[src/rtl/asic_multichannel_function_interface_if.sv]
// Bundle between the SoC request side, the PMOD DAC serializer and the XADC DRP port.
// slave is the sequencer's view; master is the surrounding SoC/peripheral side.
interface asic_multichannel_function_interface_if #(
  parameter int DAC_W    = 16,
  parameter int ADC_W    = 12,
  parameter int CH_W     = 2,
  parameter int SETTLE_W = 16
);
  logic                start;
  logic [CH_W-1:0]     ch_sel;
  logic [DAC_W-1:0]    data_in;
  logic [SETTLE_W-1:0] settle_cycles;
  logic                busy;
  logic                result_valid;
  logic [ADC_W-1:0]    result;
  logic [CH_W-1:0]     result_ch;
  logic                err_timeout;
  logic                dac_start;
  logic [DAC_W-1:0]    dac_data;
  logic [CH_W-1:0]     dac_ch;
  logic                dac_busy;
  logic                adc_eoc;
  logic                adc_den;
  logic [6:0]          adc_daddr;
  logic                adc_drdy;
  logic [15:0]         adc_do;
  logic [2:0]          state_out;

  modport slave (
    input  start, ch_sel, data_in, settle_cycles, dac_busy, adc_eoc, adc_drdy, adc_do,
    output busy, result_valid, result, result_ch, err_timeout, dac_start, dac_data,
           dac_ch, adc_den, adc_daddr, state_out
  );

  modport master (
    output start, ch_sel, data_in, settle_cycles, dac_busy, adc_eoc, adc_drdy, adc_do,
    input  busy, result_valid, result, result_ch, err_timeout, dac_start, dac_data,
           dac_ch, adc_den, adc_daddr, state_out
  );
endinterface

[src/rtl/asic_multichannel_function_interface.sv]
// Request sequencer: DAC write, settle, averaged ADC read-back with channel tag.
// A single watchdog counter guards every state that waits on a peripheral.
module asic_multichannel_function_interface #(
  parameter int         DAC_W     = 16,
  parameter int         ADC_W     = 12,
  parameter int         NUM_CH    = 4,
  parameter int         CH_W      = (NUM_CH > 1) ? $clog2(NUM_CH) : 1,
  parameter int         AVG_LOG2  = 2,
  parameter logic [6:0] ADDR_BASE = 7'h10,
  parameter int         SETTLE_W  = 16,
  parameter int         TIMEOUT   = 65535
) (
  input  logic clk,
  input  logic rst,
  asic_multichannel_function_interface_if.slave bus
);
  localparam int ACC_W = ADC_W + AVG_LOG2;
  localparam int SMP_W = AVG_LOG2 + 1;
  localparam int WD_W  = $clog2(TIMEOUT + 1);

  typedef enum logic [2:0] {
    IDLE      = 3'd0,
    DAC_LOAD  = 3'd1,
    DAC_WAIT  = 3'd2,
    SETTLE    = 3'd3,
    WAIT_EOC  = 3'd4,
    READ_REQ  = 3'd5,
    READ_WAIT = 3'd6,
    DONE      = 3'd7
  } state_t;

  typedef struct packed {
    logic [CH_W-1:0]     ch;
    logic [DAC_W-1:0]    code;
    logic [SETTLE_W-1:0] settle;
  } req_t;

  state_t              state;
  req_t                req;
  logic [SETTLE_W-1:0] settle_cnt;
  logic [WD_W-1:0]     wd_cnt;
  logic [ACC_W-1:0]    acc;
  logic [SMP_W-1:0]    smp_cnt;
  logic                busy, result_valid, err_timeout, dac_start, adc_den;
  logic [ADC_W-1:0]    result;
  logic [CH_W-1:0]     result_ch;
  logic [6:0]          adc_daddr;

  logic [ADC_W-1:0] sample;
  logic [ACC_W-1:0] acc_sum;
  logic [SMP_W-1:0] smp_nxt;
  logic             wd_hit;

  assign sample  = bus.adc_do[15 -: ADC_W];
  assign acc_sum = acc + ACC_W'(sample);
  assign smp_nxt = smp_cnt + SMP_W'(1);
  assign wd_hit  = (wd_cnt == WD_W'(TIMEOUT - 1));

  always_ff @(posedge clk or posedge rst) begin
    if (rst) begin
      state        <= IDLE;
      req          <= '0;
      settle_cnt   <= '0;
      wd_cnt       <= '0;
      acc          <= '0;
      smp_cnt      <= '0;
      busy         <= 1'b0;
      result_valid <= 1'b0;
      result       <= '0;
      result_ch    <= '0;
      err_timeout  <= 1'b0;
      dac_start    <= 1'b0;
      adc_den      <= 1'b0;
      adc_daddr    <= '0;
    end else begin
      dac_start    <= 1'b0;
      adc_den      <= 1'b0;
      result_valid <= 1'b0;
      err_timeout  <= 1'b0;
      case (state)
        IDLE: begin
          wd_cnt <= '0;
          if (bus.start) begin
            req        <= '{ch: bus.ch_sel, code: bus.data_in, settle: bus.settle_cycles};
            adc_daddr  <= ADDR_BASE + 7'(bus.ch_sel);
            acc        <= '0;
            smp_cnt    <= '0;
            settle_cnt <= '0;
            busy       <= 1'b1;
            dac_start  <= 1'b1;
            state      <= DAC_LOAD;
          end
        end
        DAC_LOAD: begin
          wd_cnt <= '0;
          state  <= DAC_WAIT;
        end
        DAC_WAIT: begin
          // wd_cnt==0 marks the first cycle, where dac_busy may not be up yet
          if (wd_cnt != '0 && !bus.dac_busy) begin
            wd_cnt     <= '0;
            settle_cnt <= '0;
            state      <= SETTLE;
          end else if (wd_hit) begin
            wd_cnt      <= '0;
            busy        <= 1'b0;
            err_timeout <= 1'b1;
            state       <= IDLE;
          end else begin
            wd_cnt <= wd_cnt + WD_W'(1);
          end
        end
        SETTLE: begin
          wd_cnt <= '0;
          if (settle_cnt == req.settle) state <= WAIT_EOC;
          else settle_cnt <= settle_cnt + SETTLE_W'(1);
        end
        WAIT_EOC: begin
          if (bus.adc_eoc) begin
            wd_cnt  <= '0;
            adc_den <= 1'b1;
            state   <= READ_REQ;
          end else if (wd_hit) begin
            wd_cnt      <= '0;
            busy        <= 1'b0;
            err_timeout <= 1'b1;
            state       <= IDLE;
          end else begin
            wd_cnt <= wd_cnt + WD_W'(1);
          end
        end
        READ_REQ: begin
          wd_cnt <= '0;
          state  <= READ_WAIT;
        end
        READ_WAIT: begin
          // drdy is tested first so a sample landing on the expiry cycle is kept
          if (bus.adc_drdy) begin
            wd_cnt  <= '0;
            acc     <= acc_sum;
            smp_cnt <= smp_nxt;
            if (smp_nxt[AVG_LOG2]) begin
              result       <= acc_sum[ACC_W-1:AVG_LOG2];
              result_ch    <= req.ch;
              result_valid <= 1'b1;
              state        <= DONE;
            end else begin
              state <= WAIT_EOC;
            end
          end else if (wd_hit) begin
            wd_cnt      <= '0;
            busy        <= 1'b0;
            err_timeout <= 1'b1;
            state       <= IDLE;
          end else begin
            wd_cnt <= wd_cnt + WD_W'(1);
          end
        end
        DONE: begin
          wd_cnt <= '0;
          busy   <= 1'b0;
          state  <= IDLE;
        end
        default: state <= IDLE;
      endcase
    end
  end

  assign bus.busy         = busy;
  assign bus.result_valid = result_valid;
  assign bus.result       = result;
  assign bus.result_ch    = result_ch;
  assign bus.err_timeout  = err_timeout;
  assign bus.dac_start    = dac_start;
  assign bus.dac_data     = req.code;
  assign bus.dac_ch       = req.ch;
  assign bus.adc_den      = adc_den;
  assign bus.adc_daddr    = adc_daddr;
  assign bus.state_out    = state;
endmodule

[src/flat_wrapper.sv]
// flat-port wrapper written by rule: the top's interface ports become plain ports
module asic_multichannel_function_interface_flat 
#(
  parameter int         DAC_W     = 16,
  parameter int         ADC_W     = 12,
  parameter int         NUM_CH    = 4,
  parameter int         CH_W      = (NUM_CH > 1) ? $clog2(NUM_CH) : 1,
  parameter int         AVG_LOG2  = 2,
  parameter logic [6:0] ADDR_BASE = 7'h10,
  parameter int         SETTLE_W  = 16,
  parameter int         TIMEOUT   = 65535
)
  (clk, rst, bus_start, bus_ch_sel, bus_data_in, bus_settle_cycles, bus_dac_busy, bus_adc_eoc, bus_adc_drdy, bus_adc_do, bus_busy, bus_result_valid, bus_result, bus_result_ch, bus_err_timeout, bus_dac_start, bus_dac_data, bus_dac_ch, bus_adc_den, bus_adc_daddr, bus_state_out);
  asic_multichannel_function_interface_if #(.DAC_W(DAC_W), .ADC_W(ADC_W), .CH_W(CH_W), .SETTLE_W(SETTLE_W)) bus_i ();
  input  logic clk;
  input  logic rst;
  input wire logic [$bits(bus_i.start)-1:0] bus_start;
  input wire logic [$bits(bus_i.ch_sel)-1:0] bus_ch_sel;
  input wire logic [$bits(bus_i.data_in)-1:0] bus_data_in;
  input wire logic [$bits(bus_i.settle_cycles)-1:0] bus_settle_cycles;
  input wire logic [$bits(bus_i.dac_busy)-1:0] bus_dac_busy;
  input wire logic [$bits(bus_i.adc_eoc)-1:0] bus_adc_eoc;
  input wire logic [$bits(bus_i.adc_drdy)-1:0] bus_adc_drdy;
  input wire logic [$bits(bus_i.adc_do)-1:0] bus_adc_do;
  output wire logic [$bits(bus_i.busy)-1:0] bus_busy;
  output wire logic [$bits(bus_i.result_valid)-1:0] bus_result_valid;
  output wire logic [$bits(bus_i.result)-1:0] bus_result;
  output wire logic [$bits(bus_i.result_ch)-1:0] bus_result_ch;
  output wire logic [$bits(bus_i.err_timeout)-1:0] bus_err_timeout;
  output wire logic [$bits(bus_i.dac_start)-1:0] bus_dac_start;
  output wire logic [$bits(bus_i.dac_data)-1:0] bus_dac_data;
  output wire logic [$bits(bus_i.dac_ch)-1:0] bus_dac_ch;
  output wire logic [$bits(bus_i.adc_den)-1:0] bus_adc_den;
  output wire logic [$bits(bus_i.adc_daddr)-1:0] bus_adc_daddr;
  output wire logic [$bits(bus_i.state_out)-1:0] bus_state_out;
  assign bus_i.start = bus_start;
  assign bus_i.ch_sel = bus_ch_sel;
  assign bus_i.data_in = bus_data_in;
  assign bus_i.settle_cycles = bus_settle_cycles;
  assign bus_i.dac_busy = bus_dac_busy;
  assign bus_i.adc_eoc = bus_adc_eoc;
  assign bus_i.adc_drdy = bus_adc_drdy;
  assign bus_i.adc_do = bus_adc_do;
  assign bus_busy = bus_i.busy;
  assign bus_result_valid = bus_i.result_valid;
  assign bus_result = bus_i.result;
  assign bus_result_ch = bus_i.result_ch;
  assign bus_err_timeout = bus_i.err_timeout;
  assign bus_dac_start = bus_i.dac_start;
  assign bus_dac_data = bus_i.dac_data;
  assign bus_dac_ch = bus_i.dac_ch;
  assign bus_adc_den = bus_i.adc_den;
  assign bus_adc_daddr = bus_i.adc_daddr;
  assign bus_state_out = bus_i.state_out;
  asic_multichannel_function_interface #(.DAC_W(DAC_W), .ADC_W(ADC_W), .NUM_CH(NUM_CH), .CH_W(CH_W), .AVG_LOG2(AVG_LOG2), .ADDR_BASE(ADDR_BASE), .SETTLE_W(SETTLE_W), .TIMEOUT(TIMEOUT)) u_core (.clk(clk), .rst(rst), .bus(bus_i));
endmodule
[config.mk]
export PLATFORM = sky130hd
export DESIGN_NAME = asic_multichannel_function_interface_flat
export DESIGN_NICKNAME = d
export VERILOG_FILES = /design/src/rtl/asic_multichannel_function_interface_if.sv /design/src/rtl/asic_multichannel_function_interface.sv /design/src/flat_wrapper.sv
export SDC_FILE = /design/constraint.sdc
export NUM_CORES = 1
export LEC_CHECK = 0
export CAP_MARGIN = 0
export CORE_ASPECT_RATIO = 0.5
export CORE_MARGIN = 1.5
export CORE_UTILIZATION = 57
export DETAILED_ROUTE_END_ITERATION = 16
export GPL_TIMING_DRIVEN = 0
export PLACE_DENSITY = 0.86
export SLEW_MARGIN = 20
export SYNTH_ARGS = -nofsm -noshare
export SYNTH_HDL_FRONTEND = slang
export SYNTH_SLANG_ARGS = --single-unit
[constraint.sdc]
create_clock -name clk -period 5.5 [get_ports clk]
set_input_delay 0.55 -clock clk [delete_from_list [all_inputs] [get_ports clk]]
set_output_delay 0.55 -clock clk [all_outputs]
set_load 0.005 [all_outputs]
# --- Word level (Yosys, flattened, before mapping) ---
# Cells that the tools add are included.
totals:
  out_inout_bits: 47
  reg_bits: 112
  inputBits: 56
op_classes:
  mux: 41
  add_sub_neg: 5
  n_eq_ne: 17
  n_reduce_logical: 14
op_table:
  columns: ["cell", "n"]
  rows:
  - ["two-way mux 16 bit", 7]
  - ["one-hot mux 16 bit (4 select lines)", 1]
  - ["one-hot mux 16 bit (3 select lines)", 1]
  - ["adder 16 x 1 -> 16 bit (second input constant)", 2]
  - ["two-way mux 14 bit", 2]
  - ["one-hot mux 14 bit (2 select lines)", 1]
  - ["two-way mux 3 bit", 8]
  - ["one-hot mux 3 bit (8 select lines)", 1]
  - ["equality test 16 bit", 1]
  - ["equality test 16 bit (second input constant)", 1]
  - ["two-way mux 1 bit", 16]
  - ["nonzero test 16 bit", 1]
  - ["adder 14 x 12 -> 14 bit", 1]
  - ["equality test 3 bit (second input constant)", 4]
  - ["!= test 2 bit (second input constant)", 6]
  - ["adder 5 x 2 -> 6 bit (first input constant)", 1]
  - ["equality test 3 x 2 -> 1 bit (second input constant)", 2]
  - ["one-hot mux 3 bit (2 select lines)", 1]
  - ["AND reduction 3 bit", 2]
  - ["one-hot mux 1 bit (5 select lines)", 1]
  - ["AND reduction 5 bit", 1]
  - ["nonzero test 5 bit", 1]
  - ["OR reduction 5 bit", 1]
  - ["!= test 2 x 1 -> 1 bit (second input constant)", 2]
  - ["other kinds (11)", 12]

# --- Longest topological paths before layout ---
# Gate-level depths: netlist of the first run.
logic_depth:
  ltp_word: 4
  depth_mapped: 10
  ltp_nobuf: 9

# --- Least setup slack after synthesis of the first run ---
# OpenSTA, ideal clock, no wires.
synth_timing:
  path_type: "input to register"
  from: "input bus_adc_do[4]"
  to: "register u_core.acc[12]"
  setup_slack_ps: 3232
  arrival_ps: 2147
  cell_stages: 9
  n_path_buf: 0
  path_cell_list: "ha_1 inv_1 fa_1 nor2b_1 o31a_1 o2111ai_1 a31oi_1 o21bai_1 a22o_1"
synth_via:
  elab_chain_len: 3
synth_rtl:
  columns: ["item", "line", "rtl"]
  rows:
  - ["start, declared", "flat_wrapper.sv:24", "input wire logic [$bits(bus_i.adc_do)-1:0] bus_adc_do;"]
  - ["adder 14 x 12 -> 14 bit", "asic_multichannel_function_interface.sv:55", "assign acc_sum = acc + ACC_W'(sample);"]
  - ["two-way mux 14 bit", "asic_multichannel_function_interface.sv:138", "if (bus.adc_drdy) begin"]
  - ["one-hot mux 14 bit (2 select lines)", "asic_multichannel_function_interface.sv:80", "case (state)"]
  - ["end signal, assigned", "asic_multichannel_function_interface.sv:140", "acc <= acc_sum;"]
  - ["end, declared", "asic_multichannel_function_interface.sv:42", "logic [ACC_W-1:0] acc;"]
# Every way passes these cells. The select of a mux whose other input is x is not followed.
# A chain may end at the register's enable or synchronous reset.

# --- Worst setup path in the final report of the first run ---
# Ends and elaborated chain as after synthesis.

==> results of run 1 <==
-- worst register-to-register path: stages, from the launching register on --
cell,delay (ps)
dfrtp_1,470
inv_1,110
ha_1,210
nor4b_1,140
and4_4,180
a21o_1,180
a211oi_1,690
clkbuf_1,460
nor2_1,110
-- worst min path at each step --
stage	from	to	slack, ps	cells past startpoint
global route	u_core.bus.dac_data[7]	u_core.bus.dac_data[7]	500	2
detailed placement	u_core.bus.dac_data[8]	u_core.bus.dac_data[8]	460	2
finish	u_core.bus.result_ch[0]	u_core.bus.result_ch[0]	470	2
global placement	u_core.bus.adc_daddr[4]	u_core.bus.adc_daddr[4]	450	1
CTS	u_core.bus.result_ch[0]	u_core.bus.result_ch[0]	480	2
floorplan	u_core.bus.dac_data[0]	u_core.bus.dac_data[0]	450	2
-- cells in the final DEF, fill, tap and decap left out, types with 2 or more instances in the layout --
cell type | netlist | routed
ha_1 | 17 | 17
nor4_1 | 5 | 5
dfrtp_1 | 106 | 106
xor2_1 | 35 | 35
nand2b_1 | 6 | 6
o211ai_1 | 4 | 4
buf_2 | 5 | 5
nand2_1 | 153 | 153
clkbuf_16 | 0 | 9
inv_1 | 17 | 16
o2111ai_1 | 3 | 3
and2_1 | 2 | 2
o21a_1 | 2 | 2
o31ai_1 | 9 | 9
nor3_1 | 5 | 5
and3_1 | 4 | 4
and4_1 | 3 | 3
nor2_1 | 26 | 26
bufinv_16 | 0 | 2
clkdlybuf4s50_1 | 0 | 94
a21oi_1 | 24 | 24
nor2_2 | 3 | 3
conb_1 | 1 | 4
a211oi_1 | 4 | 4
o21bai_1 | 3 | 3
nand3_1 | 29 | 29
buf_1 | 6 | 6
a21o_1 | 4 | 4
nor2_4 | 8 | 8
buf_6 | 2 | 2
clkbuf_1 | 8 | 11
or3_1 | 7 | 7
or4_1 | 7 | 7
xnor2_1 | 10 | 10
buf_4 | 24 | 24
nor2b_1 | 4 | 4
nand4_1 | 8 | 8
o21ai_0 | 38 | 38
-- final cells by class --
class / count / area (µm²)
buffer: 46 / 300
sequential: 106 / 2650
tap: 135 / 169
clock buffer: 12 / 236
inverter: 18 / 72.6
timing repair buffer: 95 / 968
fill: 698 / 2430
clock inverter: 3 / 65.1
multi-input combinational: 444 / 2590
-- metrics by stage --
stage	hold WS [ps]	util, %	setup WS [ps]
after detailed placement	465	71.2	2490
after global routing	497	74.4	2600
final	472	74.4	2810
after CTS	481	74.4	2840
after floorplan	447	-	2160
after global placement	452	70.9	680
-- flip-flops by register name, summed over array words and instances (netlist names), 2 cells and up --
register              count
u_core.settle_cnt        16
u_core.bus.dac_data      16
u_core.acc               14
u_core.req               16
u_core.bus.adc_daddr      2
u_core.bus.result_ch      2
u_core.bus.result        12
u_core.smp_cnt            3
u_core.bus.state_out      3
u_core.wd_cnt            16
-- metal layers --
layer  up-vias  routed length, µm  share of wire (%)  global-route usage, %
met5         -                  0                  0                      0
met4         0                187                1.5                   8.13
met3        24                643                5.1                   6.43
met2       130               6110                 48                   43.7
met1      2262               5700                 45                   32.2
li1       2267                  -                  -                      -
-- cell families after synthesis --
logic type	count (synthesis)	synth area share [%]
compound gates	103	11.5
simple gates	274	23.3
fa+ha+maj	18	4.16
other cells	1	0.0670
buf+inv	64	6.57
flops	106	47.4
xor+xnor	45	7.04
-- power by group --
part           internal, mW  leakage, nW  switching, mW
sequential             1.02         1.39          0.184
clock                 0.396        0.147          0.264
combinational         0.688         1.72          0.700
==> out/results.txt, run 1 <==
# hold bufs at CTS - 0
synthesized instance count - 611
Worst path slowest cell - clkdlybuf4s50_1
Syn Area/Cell - 9.16 µm²
worst vdd ir - 0.204 mV
final std cells w/o fill - 859
Mapped Area - 5600 µm²
Via-to-Cell Ratio - 5.45
synth top area cells - dfrtp_1 47%, nand2_1 10%, xor2_1 5.5%
asr flop ratio synth - 100%
leakage - 3.26 nW
die area - 10500 µm²
Pre-antenna DRT Iters - 4
nets@finish - 794
setup violators final - 0
Crit path depth - 10
synth cell count leaders - 153 x nand2_1, 106 x dfrtp_1, 38 x o21ai_0
worst skew pair latency - 340 ps
first-pass GRT wire length - 20.8 mm
Fmax - 0.372 GHz
CP arrival - 2920 ps
worst-case clock buffer depth - 2
area leader, netlist - dfrtp_1
Tmin final - 2690 ps
predominant post-synthesis flop cell - dfrtp_1
Worst R2R Setup Slack - 2830 ps
Final Slew Violations - 0
area grow syn2layout - 26.0%
Power Total - 3.25 mW
fin crit share - 48.8%
Worst path max stage delay - 470 ps
Worst Setup Start Kind - input pin
Initial DRC Count - 291
height of the die - 73.1 µm
placed cells - 844
Hold Vio Cnt, Final - 0
Worst Path Required - 5730 ps
Worst-path clk slew - 60 ps
vias in the first global route - 4517
final wirelength - 12.6 mm
TritonCTS clock tree - done
post-CTS sizing - 0
Core Box Area - 9480 µm²
Routed WL per cell - 14.7 µm
initial antenna violation count - 0
CP delay by family, top - compound AO/OA/AOI/OAI gates
Final ANT Viol Nets - 0
critical path buffer and inverter count - 2
grt total ovfl - 0
Max Clock Skew - 7.07 ps
Seq/Total Area, Yosys - 47.4%
Max Cap Viol - 0
number of diodes - 0
RSZ-0062 raised after global routing - false
Num CTS Buffers - 9
outcome - complete, no violations
Ports - 103
#FFs+latches synth - 106
worst-path fanout max - 4
clk root buf - clkbuf_16
HPWL after DPL - 8.99 mm
CTS Sinks - 106
CP Cell Sequence - clkdlybuf4s50_1 -> ha_1 -> inv_1 -> fa_1 -> nor2b_1 -> o31a_1 -> o2111ai_1 -> a31oi_1 -> o21bai_1 -> a22o_1
Port Buffers - 94
area share of the largest cell type after synthesis - 47.4%
GPL Wtd Cong - 0.909
Post-DP Area - 6750 µm²
DRC - 0
Setup TNS - 0 ps
Starting Density - 59.0%
crit end category - register
vias after detailed routing - 4683
worst-case reg-to-reg path depth - 8
Crit Reg-Reg Endpoint - u_core.settle_cnt[4]
PD cells - 461 nW/µm²
design area - 7050 µm²
top-count cell post-synth - nand2_1
Tightest Pin Transition - 802 ps
Setup crit start - bus_adc_do[4]
share of cells above drive strength 1 - 8.84%
CP Capture Point - u_core.acc[12]
HP Class - reg -> reg
crit path kind - in -> reg
die width - 143 µm
# Post-CTS Setup Buffers - 0
worst-case headroom to the max-slew limit - 46.2%
Distinct cells, synth - 54
number of flops mapped to enable cells by yosys - 0
largest net degree at the start of global routing - 63
FP Rows - 25
Reg-to-Reg Start - u_core.wd_cnt[0]
Global Route Usage Sum - 25.5%
# H-tree levels - 3
Warnings, synthesis - 0
Power figures use the tool's default switching activity.
==> run 2, diff against run 1 <==
--- a/config.mk
+++ b/config.mk
@@ -8,10 +8,10 @@
 export CAP_MARGIN = 0
 export CORE_ASPECT_RATIO = 0.5
 export CORE_MARGIN = 1.5
-export CORE_UTILIZATION = 57
+export CORE_UTILIZATION = 53
 export DETAILED_ROUTE_END_ITERATION = 16
 export GPL_TIMING_DRIVEN = 0
-export PLACE_DENSITY = 0.86
+export PLACE_DENSITY = 0.81
 export SLEW_MARGIN = 20
 export SYNTH_ARGS = -nofsm -noshare
 export SYNTH_HDL_FRONTEND = slang
==> constraint.sdc (replaced) <==
create_clock -name clk -period 2.7 [get_ports clk]
set_input_delay 0.27 -clock clk [delete_from_list [all_inputs] [get_ports clk]]
set_output_delay 0.27 -clock clk [all_outputs]
set_load 0.005 [all_outputs]
==> out/results.txt, run 2 (same netlist as run 1, synthesis figures left out) <==
outcome - complete, no violations (unchanged)
number of diodes - 0 (unchanged)
PD cells - 942 nW/µm² (was 461 nW/µm²)
Reg power frac - 36.2% (was 36.9%)
HP Class - in -> async (was reg -> reg)
setup violators final - 0 (unchanged)
Num CTS Buffers - 9 (unchanged)
setup ws final - 269 ps (was 2810 ps)
first-pass GRT wire length - 21.1 mm (was 20.8 mm)
GPL Wtd Cong - 0.891 (was 0.909)
design area - 7160 µm² (was 7050 µm²)
Tightest Pin Transition - 650 ps (was 802 ps)
RSZ-0062 raised after global routing - false (unchanged)
Starting Density - 54.6% (was 59.0%)
CP Cell Sequence - inv_1 -> ha_1 -> nor4b_1 -> and4_4 -> a211oi_4 -> o2111ai_1 -> or3_1 -> a21oi_1 (was clkdlybuf4s50_1 -> ha_1 -> inv_1 -> fa_1 -> nor2b_1 -> o31a_1 -> o2111ai_1 -> a31oi_1 -> o21bai_1 -> a22o_1)
clk root buf - clkbuf_16 (unchanged)
largest net degree at the start of global routing - 24 (was 63)
TritonCTS clock tree - done (unchanged)
Global Route Usage Sum - 24.1% (was 25.5%)
commonest cells after routing, fill and taps aside - 153 x nand2_1, 106 x dfrtp_1, 94 x clkdlybuf4s50_1, 38 x o21ai_0, 35 x xor2_1 (unchanged)
grt total ovfl - 0 (unchanged)
worst-path fanout max - 7 (was 4)
Final Slew Violations - 0 (unchanged)
vias after detailed routing - 4612 (was 4683)
worst skew pair latency - 350 ps (was 340 ps)
height of the die - 75.7 µm (was 73.1 µm)
Core Box Area - 10200 µm² (was 9480 µm²)
worst vdd ir - 0.424 mV (was 0.204 mV)
Int Pwr - 4.38 mW (was 2.10 mW)
CP arrival - 2690 ps (was 2920 ps)
worst-case headroom to the max-slew limit - 56.3% (was 46.2%)
Post-DP Area - 6820 µm² (was 6750 µm²)
Worst path slowest cell - dfrtp_1 (was clkdlybuf4s50_1)
Clock Power Share - 21.9% (was 20.3%)
switching power - 2.36 mW (was 1.15 mW)
Fillers - 791 (was 698)
final wirelength - 12.6 mm (about the same)
part of the power in combinational logic - 42.0% (was 42.8%)
Hold Slack - 307 ps (was 472 ps)
die width - 148 µm (was 143 µm)
# Post-CTS Setup Buffers - 0 (unchanged)
Worst Path Required - 2960 ps (was 5730 ps)
nets@finish - 797 (was 794)
Final ANT Viol Nets - 0 (unchanged)
worst-case clock buffer depth - 2 (unchanged)
CP delay by family, top - compound AO/OA/AOI/OAI gates (unchanged)
Multi-input gate area - 2590 µm² (about the same)
Worst path max stage delay - 470 ps (about the same)
area grow syn2layout - 28.0% (was 26.0%)
Via-to-Cell Ratio - 5.31 (was 5.45)
DRC - 0 (unchanged)
Power Total - 6.74 mW (was 3.25 mW)
Max Clock Skew - 7.39 ps (was 7.07 ps)
Tmin final - 2430 ps
initial antenna violation count - 0 (unchanged)
share of cells above drive strength 1 - 9.75% (was 8.84%)
Worst-path clk slew - 70 ps (was 60 ps)
FP Rows - 26 (was 25)
switch share - 35.0% (was 35.4%)
CTS Sinks - 106 (unchanged)
# H-tree levels - 3 (unchanged)
Hold Vio Cnt, Final - 0 (unchanged)
Max Cap Viol - 0 (unchanged)
Ports - 103 (unchanged)
Port Buffers - 94 (unchanged)
Fmax - 0.411 GHz
crit end category - register (unchanged)
crit path kind - reg -> reg (was in -> reg)
Worst Setup Start Kind - register (was input pin)
Core Util, Final - 69.9% (was 74.4%)
HPWL after DPL - 9.08 mm (was 8.99 mm)
leakage - 3.31 nW (was 3.26 nW)
Routed WL per cell - 14.6 µm (was 14.7 µm)
critical path buffer and inverter count - 1 (was 2)
fin crit share - 90.0%
Initial DRC Count - 296 (was 291)
die area - 11200 µm² (was 10500 µm²)
Storage cell area - 2650 µm² (unchanged)
vias in the first global route - 4362 (was 4517)
Placement Setup Slack - -18.1 ps (was 2490 ps)
commonest non-fill, non-tap cell in the layout - nand2_1 (unchanged)
Pre-antenna DRT Iters - 5 (was 4)
run 2: power groups by stage:
stage	clock network [mW]	registers, mW	logic (mW)
floorplan	0	2.37	1.84
global placement	0	2.44	2.71
detailed placement	0	2.46	2.82
CTS	1.50	2.44	2.84
global route	1.58	2.50	3.17
finish	1.47	2.44	2.83
run 2: cell type report:
type / instances / area share [%]
clock buffer: 10 / 3.20
sequential: 106 / 37.0
timing repair buffer: 98 / 14.5
tap: 140 / 2.45
inverter: 18 / 0.996
clock inverter: 6 / 1.47
buffer: 46 / 4.19
multi-input combinational: 444 / 36.2
run 2: per-stage QoR:
| stage | instances | TNS, ps |
|---|---|---|
| floorplan | 614 | 0 |
| global placement | 848 | 0 |
| detailed placement | 852 | -18.1 |
| CTS | 868 | 0 |
| global route | 868 | 0 |
| finish | 868 | 0 |
run 2: timing repair:
item / 4_1_cts / 5_1_grt
gates resized for setup: 0 / 1
setup endpoints to repair: 0 / 10
hold buffers: 0 / 0
run 2: final timing paths:
check,start,to,slack (ps),cells after the start
min reg2reg,u_core.bus.dac_data[0],u_core.bus.dac_data[0],480,2
max in group asynchronous,rst,u_core.acc[12],1530,5
max reg2reg,u_core.wd_cnt[0],u_core.settle_cnt[14],270,8
min in group clk,bus_data_in[8],u_core.bus.dac_data[8],440,3
min,rst,u_core.bus.result[2],310,2
max,u_core.wd_cnt[0],u_core.settle_cnt[14],270,8
run 2: routing by layer:
metal	global-route usage, %	routed length (µm)	up-vias
met4	6.16	116	0
met5	0	0	-
met2	41.4	6150	122
li1	-	-	2269
met3	5.57	779	14
met1	31.6	5590	2207
